===== config.mk =====
export PLATFORM = sky130hd
export DESIGN_NAME = fpu_col_feeder
export DESIGN_NICKNAME = d
export VERILOG_FILES = /design/src/rtl/fpu_col_feeder.sv
export SDC_FILE = /design/constraint.sdc
export NUM_CORES = 1
export LEC_CHECK = 0
export CORE_ASPECT_RATIO = 1.2
export CORE_MARGIN = 1
export CORE_UTILIZATION = 56
export DETAILED_ROUTE_END_ITERATION = 8
export PLACE_DENSITY = 0.87
export SLEW_MARGIN = 15
export SYNTH_ARGS = -nofsm -noshare
export SYNTH_HDL_FRONTEND = slang
export SYNTH_SLANG_ARGS = --single-unit
export TNS_END_PERCENT = 10

===== constraint.sdc =====
create_clock -name clk -period 6.9 [get_ports clk]
set_input_delay 1.38 -clock clk [delete_from_list [all_inputs] [get_ports clk]]
set_output_delay 1.38 -clock clk [all_outputs]
set_load 0.05 [all_outputs]

===== src/rtl/fpu_col_feeder.sv =====
// Producer side of the FPU column window buffer: packs a column-major pixel stream
// into ROWS-tall columns, pulses shift_rows per column and hands 3-column windows to the FPU.
module fpu_col_feeder #(
    parameter int ROWS  = 10,
    parameter int PIX_W = 8,
    parameter int CW    = 16
) (
    input  logic             clk,
    input  logic             rst_n,
    input  logic             start,
    input  logic [CW-1:0]    img_width,
    input  logic             in_valid,
    input  logic [PIX_W-1:0] in_pixel,
    output logic             in_ready,
    output logic [PIX_W-1:0] col_new [ROWS-1:0],
    output logic             shift_rows,
    output logic             window_valid,
    input  logic             fpu_ready,
    output logic [CW-1:0]    win_idx,
    output logic             busy,
    output logic             done
);
    localparam int RW = (ROWS > 1) ? $clog2(ROWS) : 1;

    typedef enum logic [2:0] {IDLE, FILL, SHIFT, WAIT, DONE} state_t;

    state_t          state_reg;
    logic [RW-1:0]   row_idx_reg;
    logic [CW-1:0]   cols_loaded_reg;
    logic [CW-1:0]   width_reg;
    logic [CW-1:0]   cols_inc;
    logic            accept;

    // in_ready is a registered copy of (state == FILL), so it is safe to qualify with it
    assign accept   = in_valid && in_ready;
    assign cols_inc = cols_loaded_reg + CW'(1);

    // One holding register per row; each is written only when its row is the one being accepted.
    for (genvar gi = 0; gi < ROWS; gi++) begin : g_row
        logic [PIX_W-1:0] pix_reg;

        always_ff @(posedge clk or negedge rst_n) begin
            if (!rst_n) begin
                pix_reg <= '0;
            end else if (accept && (row_idx_reg == RW'(gi))) begin
                pix_reg <= in_pixel;
            end
        end

        assign col_new[gi] = pix_reg;
    end

    always_ff @(posedge clk or negedge rst_n) begin
        if (!rst_n) begin
            state_reg       <= IDLE;
            row_idx_reg     <= '0;
            cols_loaded_reg <= '0;
            width_reg       <= '0;
            in_ready        <= 1'b0;
            shift_rows      <= 1'b0;
            window_valid    <= 1'b0;
            win_idx         <= '0;
            busy            <= 1'b0;
            done            <= 1'b0;
        end else begin
            case (state_reg)
                IDLE: begin
                    if (start) begin
                        busy <= 1'b1;
                        if (img_width >= CW'(3)) begin
                            width_reg       <= img_width;
                            row_idx_reg     <= '0;
                            cols_loaded_reg <= '0;
                            in_ready        <= 1'b1;
                            state_reg       <= FILL;
                        end else begin
                            // Too narrow for a single window: finish without touching the buffer
                            done      <= 1'b1;
                            state_reg <= DONE;
                        end
                    end
                end
                FILL: begin
                    if (accept) begin
                        if (row_idx_reg == RW'(ROWS - 1)) begin
                            row_idx_reg <= '0;
                            in_ready    <= 1'b0;
                            shift_rows  <= 1'b1;
                            state_reg   <= SHIFT;
                        end else begin
                            row_idx_reg <= row_idx_reg + RW'(1);
                        end
                    end
                end
                SHIFT: begin
                    shift_rows      <= 1'b0;
                    cols_loaded_reg <= cols_inc;
                    if (cols_inc >= CW'(3)) begin
                        window_valid <= 1'b1;
                        win_idx      <= cols_inc - CW'(2);
                        state_reg    <= WAIT;
                    end else begin
                        in_ready  <= 1'b1;
                        state_reg <= FILL;
                    end
                end
                WAIT: begin
                    if (fpu_ready) begin
                        window_valid <= 1'b0;
                        if (cols_loaded_reg == width_reg) begin
                            done      <= 1'b1;
                            state_reg <= DONE;
                        end else begin
                            in_ready  <= 1'b1;
                            state_reg <= FILL;
                        end
                    end
                end
                DONE: begin
                    done      <= 1'b0;
                    busy      <= 1'b0;
                    state_reg <= IDLE;
                end
                default: begin
                    in_ready     <= 1'b0;
                    shift_rows   <= 1'b0;
                    window_valid <= 1'b0;
                    done         <= 1'b0;
                    busy         <= 1'b0;
                    state_reg    <= IDLE;
                end
            endcase
        end
    end
endmodule


==> results.md <==
- Status: finished clean
- Top Ports: 130
- R2r worst-path depth: 7
- Port bufs: 129
- Clock skew: between 0.008 and 0.009 ns
- Tcrit/Tclk final: a little over half
- Grt peak-use layer: met2
- Vias in the first global route: 5,305
- CTS Root Cell: clkbuf_16
- Ys flop type: dfrtp_1
- R2R Path End: win_idx[1]
- Max VDD drop: 0.000392 V
- GR Util met2: 50.1%
- Worst hold slack: 0.501 ns
- Core area: 11,600 sq um
- Layout area overhead: 27.8%
- Initial Util: 57.7%
- Post-synthesis register bit count: 140
- Sink Count: 140
- CP max-delay cell: nor4_1
- Num CTS Buffers: 17
- Max FFs per register: 80
- Row Count: 43
- Final setup TNS: 0 ns
- Fin. max-slew vios: 0
- Slew @ Worst Pin: 1.21 ns
- Multiplexer share of the synthesized area: 19.1%
- Net Sw Power: about 1800 uW
- Rel. slew slack: around a fifth
- Critical path capture point type: flip-flop
- Drt pass-1 iters: 5
- Antenna cells: 0
- Sw Ratio: 43.0%
- RSZ-0062 raised after global routing: false
- Die Wd: around 100 microns
- H-tree depth: 4
- EDFF count, synth: 0
- Cts repair resizes: 0
- Min-delay src: win_idx[14]
- Min Clock Period, post-route: 3.74 ns
- Iteration-0 DRC Markers: 305
- Hold_buf cts: 0
- Startpoint Class: flip-flop
- Critical Path Sink: win_idx[1]
- Pin count of the biggest net entering global routing: just over 80
- Internal: 2320 uW
- Hold Path Class: flip-flop to flip-flop
- Reg2reg start: cols_loaded_reg[1]
- Die area: 12,400 sq um
- Final Hold Fails: 0
- Chip height: 122 microns
- CTS tree: built
- Syn nets: 597
- Routed length per instance: 20.3 microns
- Met3 usage: 10.1%
- Mapped cell area: 6710 sq um
- Congestion Overflow GR: 0
- All-Layer GR Usage: 29.5%
- R2r setup slk: 3.16 ns
- Warning count from the yosys run: 0
- Setup Fix Bufs, Post-CTS: 0
- GR Layer Usage met1: 33.2%
- Leakage power: between 0.003 and 0.004 uW
- Final Net Count: 707
- Power per cell area: 475 nW/um^2
- Adder-cell share of the synthesized area: 0.560%
- XOR/XNOR Fraction of Synth Area: under 10%
- Clk_lat worst skew: 0.42 ns
- Routed wire length: 17.2 mm
- # DRC: 0
- Utilization after layout: about three quarters
- CP Max Fanout: 17
- Maxcap violations: 0
- Initial antenna violation count: 0
- Final setup vio count: 0
- Slowest cell delay on critical path: around 1 ns
- CP Data Required Time: around 7.2 ns
- Max Freq: 267 MHz
- Clk slew on worst S/H paths: around 0.060 ns
- Post-synth ARST share: 100%
- Critical Path AT: 4.04 ns
- Crit path kind: flip-flop to flip-flop
- Synth Instances: 565
- Compound-cell area share of the yosys netlist: 7.86%
- Comb power frac: 45.3%
- Hpwl dp: 11.6 mm
- Via count: roughly 5,100
- CP startpoint: cols_loaded_reg[1]
- Critical-path cell list: ha_1 -> nand4_1 -> nor4_1 -> a31oi_1 -> o31a_2 -> nand2_4 -> mux2_2
- Share of cells above drive strength 1: 22.7%
- Final antenna-violating net count: 0
- Sequential Power Share: 32.9%
- Synth Area in Simple Gates: 10.9%
- Synth Area per Inst: 11.9 sq um
- Global-route wire length before repair: 27.5 mm
- Synth cell types: 62
- Clock power frac: between 20 and 25%
- Max Root-Sink Buffers: 2
- Largest family of logic cells by synthesized area: multiplexers
- GP Congestion: 0.926
- Via/cell ratio: 5.98
- Register area share after synthesis: 52.2%
through the flow:
stage | cell area, sq um | cells | total power [uW] | setup WS, ns
after global placement | 7990 | 813 | 3100 | 3.15
after detailed placement | 7990 | 813 | 3160 | 3.09
after global routing | 8570 | 845 | 4250 | 2.99
final | 8570 | 845 | 4070 | 3.16
after CTS | 8570 | 845 | 4070 | 3.22
after floorplan | 6710 | 565 | 2620 | 3.94
layer usage:
layer	part of all wire, %	wire length (microns)
met2	51	8750
met4	3.8	657
met1	37	6340
met3	8.3	1430
met5	0	0
cells by family after synthesis:
kind of cell	count (synthesis)
DFF	140
and+or+nand+nor	136
muxes	112
AOI/OAI and AO/OA	83
buffers and inverters	50
xor gates and xnor gates	41
adders and majority gates	3
worst max-delay path: cells and delay by family (launching register included):
family | cells | cell delay [ns]
flops | 1 | 0.60
compound gates | 2 | 0.67
simple gates | 3 | 1.51
fa+ha+maj | 1 | 0.46
mux | 1 | 0.37
cell usage in the layout, fill, tap and decap left out, drive strengths merged, types with 2 or more instances in the layout:
| master | n |
|---|---|
| dfrtp | 140 |
| clkdlybuf4s50 | 128 |
| mux2 | 110 |
| nand2 | 31 |
| o21ai | 31 |
| nor2 | 25 |
| xor2 | 23 |
| clkbuf | 20 |
| nand3 | 19 |
| xnor2 | 18 |
| a21oi | 15 |
| inv | 12 |
| nand4 | 11 |
| nor4 | 11 |
| nor3 | 10 |
| o31ai | 10 |
| clkinv | 7 |
| a31oi | 5 |
| or3 | 5 |
| nand2b | 3 |
| nand3b | 3 |
| ha | 3 |
| a211oi | 3 |
| buf | 3 |
| nor2b | 2 |
| and2 | 2 |
| and4 | 2 |
| a311oi | 2 |
| and3 | 2 |
| or2 | 2 |
| o211ai | 2 |
| nor3b | 2 |
| nor4b | 2 |
| mux2i | 2 |
| o21a | 2 |
| clkinvlp | 2 |
layout make-up:
cell class	count	area [sq um]
Clock inverter	12	113
Inverter	10	37.5
Sequential cell	140	3500
Fill cell	770	3050
Clock buffer	20	467
Tap cell	157	196
Timing Repair Buffer	131	1310
Multi-Input combinational cell	375	2940
cells in the mapped netlist, types with 3 or more instances:
cell type / n / area, sq um
xnor2_1: 18 / 158
o31ai_1: 10 / 75.1
mux2_2: 104 / 1170
inv_1: 10 / 37.5
or3_1: 3 / 18.8
buf_6: 4 / 45.0
clkbuf_1: 14 / 52.6
buf_4: 7 / 52.6
nand3b_1: 3 / 22.5
mux2_4: 6 / 90.1
nand4_1: 10 / 62.6
xor2_1: 23 / 201
nand2b_1: 3 / 18.8
ha_1: 3 / 37.5
nand2_1: 30 / 113
nor3_1: 10 / 50.1
buf_1: 10 / 37.5
nor4_1: 11 / 68.8
nor2_1: 24 / 90.1
o21ai_0: 30 / 150
a21oi_1: 15 / 75.1
dfrtp_1: 140 / 3500
a31oi_1: 5 / 31.3
buf_2: 4 / 20.0
nand3_1: 19 / 95.1
worst min-delay path by stage:
stage,depth (start not counted),to,slack [ns]
final,1,win_idx[14],0.50
after global placement,2,window_valid,0.49
after floorplan,1,width_reg[0],0.50
after CTS,1,win_idx[5],0.51
after global routing,1,g_row[8].pix_reg[5],0.52
after detailed placement,1,win_idx[14],0.49
power by group through the flow:
stage | clock, uW | sequential, uW | combinational, uW
final | 888 | 1340 | 1850
after global routing | 929 | 1370 | 1960
after CTS | 893 | 1330 | 1850
after detailed placement | 0 | 1340 | 1830
after global placement | 0 | 1320 | 1790
after floorplan | 0 | 1790 | 834
No activity file was read; power rests on OpenSTA's default activity.
